$ cat src/rtl/ex_pkg.sv
// Shared types for the ex_* execution-unit blocks: the multiplier FSM state
// and the per-operation mode latched with Start.
package ex_pkg;

    typedef enum logic [1:0] {
        IDLE = 2'd0,
        RUN  = 2'd1,
        FIX  = 2'd2,
        DONE = 2'd3
    } mult_state_t;

    typedef struct packed {
        logic signed_op;
        logic sel_b;
    } mult_mode_t;

endpackage

$ cat src/rtl/ex_mult_step.sv
// One shift-add step: adds multiplicand * digit into the upper half of the
// accumulator, then shifts the whole accumulator right by RADIX_BITS.
module ex_mult_step #(
    parameter int WIDTH      = 32,
    parameter int RADIX_BITS = 1
) (
    input  logic [2*WIDTH-1:0]    acc,
    input  logic [WIDTH-1:0]      mcand,
    input  logic [RADIX_BITS-1:0] digit,
    output logic [2*WIDTH-1:0]    acc_next
);

    logic [WIDTH+RADIX_BITS-1:0]   partial;
    logic [WIDTH+RADIX_BITS-1:0]   sum;
    logic [2*WIDTH+RADIX_BITS-1:0] joined;

    // The sum cannot overflow W+R bits: (2^W-1) + (2^W-1)(2^R-1) < 2^(W+R).
    always_comb begin
        partial  = {{RADIX_BITS{1'b0}}, mcand} * {{WIDTH{1'b0}}, digit};
        sum      = {{RADIX_BITS{1'b0}}, acc[2*WIDTH-1:WIDTH]} + partial;
        joined   = {sum, acc[WIDTH-1:0]};
        acc_next = joined[2*WIDTH+RADIX_BITS-1:RADIX_BITS];
    end

endmodule

$ cat src/rtl/ex_mult_seq.sv
// Sequential sign/magnitude multiplier: retires RADIX_BITS multiplier bits per
// cycle, applies sign correction in FIX, and registers the product and flags.
module ex_mult_seq
    import ex_pkg::*;
#(
    parameter int WIDTH      = 32,
    parameter int RADIX_BITS = 1
) (
    input  logic                 Clock,
    input  logic                 nReset,
    input  logic                 Start,
    input  logic                 Flush,
    input  logic                 Signed,
    input  logic                 SelB,
    input  logic [WIDTH-1:0]     A,
    input  logic [WIDTH-1:0]     B,
    output logic                 Busy,
    output logic                 Done,
    output logic [2*WIDTH-1:0]   Out,
    output logic                 C,
    output logic                 Z,
    output logic                 O,
    output logic                 N
);

    localparam int NSTEP = WIDTH / RADIX_BITS;
    localparam int CNT_W = (NSTEP > 1) ? $clog2(NSTEP) : 1;

    if ((RADIX_BITS < 1) || (WIDTH < 4) || ((WIDTH % 2) != 0) ||
        ((WIDTH % RADIX_BITS) != 0)) begin : g_bad_param
        $error("ex_mult_seq: WIDTH must be even, >= 4 and divisible by RADIX_BITS");
    end

    mult_state_t          state, state_next;
    mult_mode_t           mode_in;
    logic                 signed_q;
    logic                 neg_q;
    logic [WIDTH-1:0]     mcand_q;
    logic [WIDTH-1:0]     mplier_q;
    logic [2*WIDTH-1:0]   acc_q;
    logic [2*WIDTH-1:0]   acc_step;
    logic [CNT_W-1:0]     cnt_q;

    logic [WIDTH-1:0]     b_eff;
    logic                 a_neg;
    logic                 b_neg;
    logic [WIDTH-1:0]     mag_a;
    logic [WIDTH-1:0]     mag_b;
    logic [2*WIDTH-1:0]   result;
    logic                 ovf;
    logic                 start_ok;
    logic                 fix_commit;

    // Operand conditioning; the negation of the minimum value yields 2^(W-1)
    // as an unsigned magnitude, so that case needs no special handling.
    always_comb begin
        mode_in = '{signed_op: Signed, sel_b: SelB};
        b_eff   = mode_in.sel_b ? B : {{(WIDTH-1){1'b0}}, 1'b1};
        a_neg   = mode_in.signed_op & A[WIDTH-1];
        b_neg   = mode_in.signed_op & b_eff[WIDTH-1];
        mag_a   = a_neg ? -A : A;
        mag_b   = b_neg ? -b_eff : b_eff;
    end

    ex_mult_step #(
        .WIDTH      (WIDTH),
        .RADIX_BITS (RADIX_BITS)
    ) u_step (
        .acc      (acc_q),
        .mcand    (mcand_q),
        .digit    (mplier_q[RADIX_BITS-1:0]),
        .acc_next (acc_step)
    );

    always_comb begin
        result = neg_q ? -acc_q : acc_q;
        if (signed_q) begin
            ovf = (result[2*WIDTH-1:WIDTH] != {WIDTH{result[WIDTH-1]}});
        end else begin
            ovf = (result[2*WIDTH-1:WIDTH] != '0);
        end
    end

    // NOTE: every output of a combinational block is given a default first so
    // that no path through the case statement can infer a latch.
    always_comb begin
        state_next = state;
        Busy       = 1'b0;
        Done       = 1'b0;
        start_ok   = 1'b0;
        fix_commit = 1'b0;
        case (state)
            IDLE: begin
                if (Start && !Flush) begin
                    start_ok   = 1'b1;
                    state_next = RUN;
                end
            end
            RUN: begin
                Busy = 1'b1;
                if (Flush) begin
                    state_next = IDLE;
                end else if (cnt_q == CNT_W'(NSTEP - 1)) begin
                    state_next = FIX;
                end
            end
            FIX: begin
                Busy = 1'b1;
                if (Flush) begin
                    state_next = IDLE;
                end else begin
                    fix_commit = 1'b1;
                    state_next = DONE;
                end
            end
            DONE: begin
                Done       = 1'b1;
                state_next = IDLE;
            end
            default: state_next = IDLE;
        endcase
    end

    // NOTE: sequential state uses non-blocking assignments so every register
    // samples pre-edge values regardless of statement order.
    always_ff @(posedge Clock or negedge nReset) begin
        if (!nReset) begin
            state <= IDLE;
        end else begin
            state <= state_next;
        end
    end

    // NOTE: all datapath registers are reset, not just control, so a reset
    // mid-operation leaves no stale operand, count or product behind.
    always_ff @(posedge Clock or negedge nReset) begin
        if (!nReset) begin
            signed_q <= 1'b0;
            neg_q    <= 1'b0;
            mcand_q  <= '0;
            mplier_q <= '0;
            acc_q    <= '0;
            cnt_q    <= '0;
        end else if (start_ok) begin
            signed_q <= mode_in.signed_op;
            neg_q    <= a_neg ^ b_neg;
            mcand_q  <= mag_a;
            mplier_q <= mag_b;
            acc_q    <= '0;
            cnt_q    <= '0;
        end else if (state == RUN) begin
            acc_q    <= acc_step;
            mplier_q <= mplier_q >> RADIX_BITS;
            cnt_q    <= cnt_q + CNT_W'(1);
        end
    end

    // Result and flags move only on a committed FIX; a flush leaves them alone.
    always_ff @(posedge Clock or negedge nReset) begin
        if (!nReset) begin
            Out <= '0;
            C   <= 1'b0;
            Z   <= 1'b0;
            O   <= 1'b0;
            N   <= 1'b0;
        end else if (fix_commit) begin
            Out <= result;
            C   <= ovf;
            O   <= ovf;
            Z   <= (result[WIDTH-1:0] == '0);
            N   <= result[WIDTH-1];
        end
    end

endmodule
$ cat config.mk
export PLATFORM = sky130hd
export DESIGN_NAME = ex_mult_seq
export DESIGN_NICKNAME = d
export VERILOG_FILES = /design/src/rtl/ex_pkg.sv /design/src/rtl/ex_mult_step.sv /design/src/rtl/ex_mult_seq.sv
export SDC_FILE = /design/constraint.sdc
export NUM_CORES = 1
export LEC_CHECK = 0
export CAP_MARGIN = 20
export CORE_MARGIN = 8
export CORE_UTILIZATION = 45
export CTS_BUF_LIST = sky130_fd_sc_hd__clkbuf_4
export DETAILED_ROUTE_END_ITERATION = 8
export DONT_BUFFER_PORTS = 1
export SYNTH_ARGS = -nofsm -noshare
export SYNTH_HDL_FRONTEND = slang
export SYNTH_HIERARCHICAL = 1
export SYNTH_SLANG_ARGS = --single-unit
$ cat constraint.sdc
create_clock -name Clock -period 5.59 [get_ports Clock]
set_input_delay 1.118 -clock Clock [delete_from_list [all_inputs] [get_ports Clock]]
set_output_delay 1.118 -clock Clock [all_outputs]
set_load 0.05 [all_outputs]
==> results of run 1 <==
==> Yosys cell counts (11+ instances only) <==
cell and n:
buf_4 33, a21o_1 16, o31ai_1 34, mux2i_1 101, clkbuf_1 78, xnor2_1 65, nor3_1 33, and2_1 38
nand4_1 19, inv_1 25, o21ai_0 162, nand2_1 216, nand3_1 28, dfrtp_1 203, nand2b_1 16, ha_1 42
or4_1 20, xor2_1 84, nor2_1 135, o41ai_1 11, a21oi_1 69, nor2b_1 12, nor4_1 19, o22ai_1 17
or3_1 22
==> worst max path at each step <==
| stage | from | slack [ps] | depth (start not counted) | end |
|---|---|---|---|---|
| floorplan | acc_q[12] | 2260 | 11 | O |
| finish | acc_q[15] | 1780 | 10 | O |
| CTS | acc_q[15] | 1790 | 9 | O |
| global placement | acc_q[2] | 1910 | 10 | O |
| detailed placement | acc_q[15] | 1860 | 9 | O |
| global route | acc_q[2] | 1480 | 10 | O |
==> cell families (layout without fill, tap and decap cells) <==
group | after synthesis | after routing | share of synthesized area [%]
AOI/OAI and AO/OA | 383 | 383 | 17.2
xor gates and xnor gates | 150 | 150 | 9.44
adders and majority gates | 43 | 43 | 3.90
buffers and inverters | 154 | 122 | 5.18
DFF | 203 | 203 | 36.3
muxes | 102 | 102 | 7.30
other | 0 | 1 | 0
and+or+nand+nor | 601 | 601 | 20.7
==> sequential cells by signal, indices dropped and copies added, names as in the netlist <==
signal	count
O	1
signed_q	1
mcand_q	32
neg_q	1
cnt_q	5
Out	64
mplier_q	32
state	2
acc_q	64
Z	1
==> layout make-up <==
class / instances / area, um2
Clock inverter: 13 / 56.3
Multi-Input combinational cell: 1279 / 8220
Fill cell: 3045 / 16000
Antenna cell: 1 / 2.50
Clock buffer: 77 / 578
Inverter: 25 / 93.8
Tap cell: 396 / 495
Sequential cell: 203 / 5080
Timing Repair Buffer: 7 / 52.6
==> critical path, stage by stage (launching register included) <==
cell and delay [ps]:
dfrtp_1 460, or4_1 550, or3_1 370, or4_4 620, o31ai_1 280, xor2_1 470
nor2b_1 100, nor4_1 280, and4b_1 260, a41o_1 180, a21oi_1 70
==> cell usage in the layout, fill, tap and decap left out, types with 11 or more instances in the layout <==
cell type  instances
nor4_1            19
or4_1             20
xnor2_1           65
nand2_1          216
or2_2             11
o21ai_0          162
nand3_1           28
a21o_1            16
a21oi_1           69
ha_1              41
mux2i_1          101
o31ai_1           34
nor2b_1           12
dfrtp_1          202
xor2_1            84
or3_1             22
o41ai_1           11
nand2b_1          15
inv_1             25
o22ai_1           17
clkbuf_4          77
and2_1            38
nand4_1           19
nor2_1           134
nor3_1            33
==> through the flow <==
| stage | power (uW) | cell area (um2) | worst slack [ps] |
|---|---|---|---|
| finish | 7650 | 14600 | 1780 |
| global route | 8260 | 14600 | 1480 |
| CTS | 7700 | 14600 | 1790 |
| detailed placement | 6440 | 13900 | 1860 |
| global placement | 6390 | 13900 | 1910 |
| floorplan | 5560 | 14000 | 2260 |
==> power by group <==
part           internal, uW  leakage [uW]  switching, uW  total, uW
Clock                   627      0.000387            604       1230
Combinational          1370       0.00344           2080       3450
Sequential             1950       0.00266           1020       2970
==> per-layer routing <==
| layer | track usage [%] | vias to the layer above | part of all wire [%] |
|---|---|---|---|
| met4 | 5.52 | 0 | 2.0 |
| met5 | 0 | - | 0 |
| met2 | 28.9 | 323 | 42 |
| li1 | - | 5674 | - |
| met3 | 4.32 | 62 | 7.4 |
| met1 | 29.0 | 5445 | 49 |
==> impl_metrics.yaml, run 1 <==
worst_setup_path:
  r2r-end: "O"
  crit_path_end_kind: "flip-flop"
  cp-start-kind: "flip-flop"
  worst-endpoint-required_ps: 6130
  worstSetupPathType: "flip-flop to flip-flop"
  cp.arrival_ps: 4350
  path_max_fanout: 13
  ff2ff_setup_slack_ps: 1780
  ff2ff_path_depth: 10
  worstReg2RegStart: "acc_q[15]"
global_routing:
  grt_antenna_before_repair: 1
  grt_pass1_wl_mm: 60.5
  grt_pass1_vias: 11200
  overflow: 0
  grt_usage_pct: 19.8
  grt_max_degree: 204
synth:
  ys_top_cells_by_area: "dfrtp_1, mux2i_1, nand2_1, o21ai_0, xor2_1"
  netlist_instances: 1636
  yosys.area.top_type: "dfrtp_1"
  syn-num-nets: 1749
  synth.avg_cell_area_um2: 8.56
  synth_edf_count: 0
  seq_area_frac_synth_pct: 36.3
  async_flop_share_pct: 100
  synth_area_mm2: 0.0140
  ys.flop_type: "dfrtp_1"
  ys_warn_count: 6
  synth-seq-cells: 203
  synth_top_area_share_pct: 36.3
  synth_cell_types: 76
place:
  place.gp.congestion: 0.869
  dp.cells: 1910
  dp.final_hpwl_mm: 27.2
  io_buffers: 0
floorplanning:
  rows: 64
  die_area_mm2: 0.0370
  die_w_um: 192
  die_h_um: 192
  core_area_mm2: 0.0306
  start_util_pct: 45.8
  ioPinCount: 140
sta:
  maxSlewHeadroom_pct: 37.0
  rsz0062_at_grt: "false"
  fmax_mhz: 262
  tns_ps: 0
  finalCritPeriodShare_pct: 68.2
  hold_violations: 0
  period_needed_ps: 3810
  skew_ps: 93.6
  finalSetupViolCount: 0
  worstMarginPinSlew_ps: 945
  hold_slack_ps: 123
  maxSlewViolCount: 0
routing:
  post-route-drc-count: 0
  vias_per_cell: 5.75
  wire_per_inst_um: 18.4
  drtPass1Iterations: 5
  drt_iter0_markers: 727
  drtAntennaViolNets: 0
  drt_wl_total_mm: 36.9
  vias: 11500
cts:
  clkTransAtPathRegs_ps: 60
  ctsHtreeMaxLevel: 2
  hold_buffers: 0
  cts_tree: "done"
  cts_sinks: 203
  cts_root_buffer: "clkbuf_4"
  post_cts_buffers: 0
  ctsLongestPathBuffers: 3
  cts_buffers: 56
  insertion_delay_ps: 710
  ctsResizeCount: 0
run:
  drv_cap: 0
final_layout:
  fin_cells: 2001
  area.growth.synth_to_final_pct: 4.16
  drive_gt1_share_pct: 7.48
  nets: 1685
  finalCoreUtilization_pct: 47.7
run_status:
  status: "finished clean"
pwr:
  vdd_drop_max_v: 0.000206
  power.leakage_uw: 0.00649
  power.density_cell_area_mw_per_mm2: 524
min_path:
  min_path_type: "input pin to async pin"
No activity file was read; power rests on OpenSTA's default activity.
==> run 2, diff against run 1 <==
==> constraint.sdc (replaced) <==
create_clock -name Clock -period 3.3 [get_ports Clock]
set_input_delay 0.66 -clock Clock [delete_from_list [all_inputs] [get_ports Clock]]
set_output_delay 0.66 -clock Clock [all_outputs]
set_load 0.05 [all_outputs]
==> impl_metrics.yaml, run 2 (synthesis gave the netlist of run 1 again) <==
run_status:
  status: "finished with violations"
  violations: "negative hold slack, negative setup slack"
floorplanning:
  die_area_mm2: 0.0370
  ioPinCount: 140
  start_util_pct: 45.8
  rows: 64
  die_w_um: 192
  die_h_um: 192
  core_area_mm2: 0.0306
sta:
  layout_setup_ws_ps: -87.6
  period_needed_ps: 3390
  fmax_mhz: 295
  maxSlewHeadroom_pct: 37.9
  finalCritPeriodShare_pct: 103
  rsz0062_at_grt: "true"
  maxSlewViolCount: 0
  worstMarginPinSlew_ps: 931
  hold_slack_ps: -325
  hold_violations: 203
  finalSetupViolCount: 1
  skew_ps: 62.7
final_layout:
  final_cell_mix: "nand2_1, dfrtp_1, o21ai_0"
  drive_gt1_share_pct: 15.9
  nets: 1831
  finalCoreUtilization_pct: 51.8
  finalInstanceArea_mm2: 0.0159
  final_common_cell: "nand2_1"
  top_regs: "Out: 64 flops, acc_q: 64 flops"
  fin_cells: 2154
  area.growth.synth_to_final_pct: 13.2
routing:
  wire_per_inst_um: 17.6
  vias_per_cell: 5.58
  drt_iter0_markers: 740
  vias: 12000
  drtAntennaViolNets: 0
  drtPass1Iterations: 5
  post-route-drc-count: 0
  drt_wl_total_mm: 38.0
cts:
  hold_buffers: 1
  insertion_delay_ps: 690
  ctsHtreeMaxLevel: 2
  cts_sinks: 203
  ctsLongestPathBuffers: 3
  cts_buffers: 57
  cts_tree: "done"
  cts_root_buffer: "clkbuf_4"
  clkTransAtPathRegs_ps: 60
worst_setup_path:
  cp-start-kind: "flip-flop"
  crit_start: "acc_q[15]"
  worst-endpoint-required_ps: 3860
  path_max_fanout: 5
  cp.arrival_ps: 3950
  worstReg2RegStart: "acc_q[15]"
  crit_path_end_kind: "flip-flop"
  worstSetupPathType: "flip-flop to flip-flop"
pwr:
  power.share.sequential_pct: 33.1
  intPower_uw: 7700
  clkPwrFrac_pct: 15.1
  power.leakage_uw: 0.00725
  p_switching_uw: 6620
  vdd_drop_max_v: 0.000336
  swShare_pct: 46.2
  pwr-share-comb_pct: 51.8
  power.density_cell_area_mw_per_mm2: 903
place:
  dp.final_hpwl_mm: 27.9
  place.gp.congestion: 0.861
  place_area_mm2: 0.0150
  io_buffers: 0
  dp.cells: 2044
global_routing:
  grt_pass1_wl_mm: 61.7
  grt_antenna_before_repair: 1
  grt_usage_pct: 20.2
  overflow: 0
  grt_max_degree: 204
  grt_pass1_vias: 12000
run:
  drv_cap: 0
min_path:
  min_path_type: "input pin to async pin"
## run 2: cell count changes in the layout (fill, tap and decap cells not counted), sizes merged
cell and delta:
dlygate4sd3 +1, buf +143, inv -1, clkinv +6, or4 +1, clkbuf +3
## run 2: final timing paths
check	endpoint	slack (ps)	cells past startpoint
setup / recovery	O	-90	9
hold / removal	Out[58]	-320	0
setup reg to reg	O	-90	9
hold reg to reg	mcand_q[18]	470	2
max in group asynchronous	mcand_q[7]	3310	0
min in group Clock	state[1]	100	1
## run 2: area by class of cell
class	count	area, um2
flip-flops and latches	203	5080
inverters	25	93.8
fillers	2971	14700
well taps	396	495
diodes	1	2.50
clock inverters	18	76.3
repair buffers	151	1180
clock buffers	80	601
multi-input cells	1280	8320
## run 2: through the flow
step | setup TNS, ps | power [uW] | setup WS, ps
after floorplan | -30.6 | 9420 | -30.6
after global placement | -122 | 11800 | -122
after detailed placement | -167 | 11900 | -167
after CTS | -50.9 | 14300 | -50.9
after global routing | -212 | 15400 | -192
final | -87.6 | 14300 | -87.6
## run 2: critical path, cell delays in order, from the launching register on
cell	delay [ps]
dfrtp_1	370
or4_4	530
or3_4	380
or4_4	620
o41ai_4	280
xor2_2	210
nand2_1	80
or4_4	540
nor4_2	140
a21oi_1	90
## run 2: repair_timing
item / 4_1_cts / 5_1_grt
setup buffers: 6 / 4
setup endpoints to repair: 1 / 4
pin swaps: 5 / 7
hold endpoints to repair: 204 / 203
resized for setup: 6 / 16
cloned: 0 / 1
## run 2: power by group through the flow
stage / registers [uW] / clock network (uW) / logic (uW)
final: 4740 / 2170 / 7410
after global routing: 4870 / 2400 / 8180
after floorplan: 4660 / 0 / 4760
after global placement: 4780 / 0 / 7050
after detailed placement: 4800 / 0 / 7120
after CTS: 4760 / 2270 / 7230
## run 2: per-layer routing
| metal | up-vias | wire (um) | share of wire, % | track usage, % |
|---|---|---|---|---|
| li1 | 5980 | - | - | - |
| met1 | 5640 | 18000 | 47 | 28.4 |
| met2 | 337 | 16200 | 43 | 30.2 |
| met3 | 56 | 3140 | 8.3 | 5.20 |
| met4 | 0 | 686 | 1.8 | 5.79 |
| met5 | - | 0 | 0 | 0 |
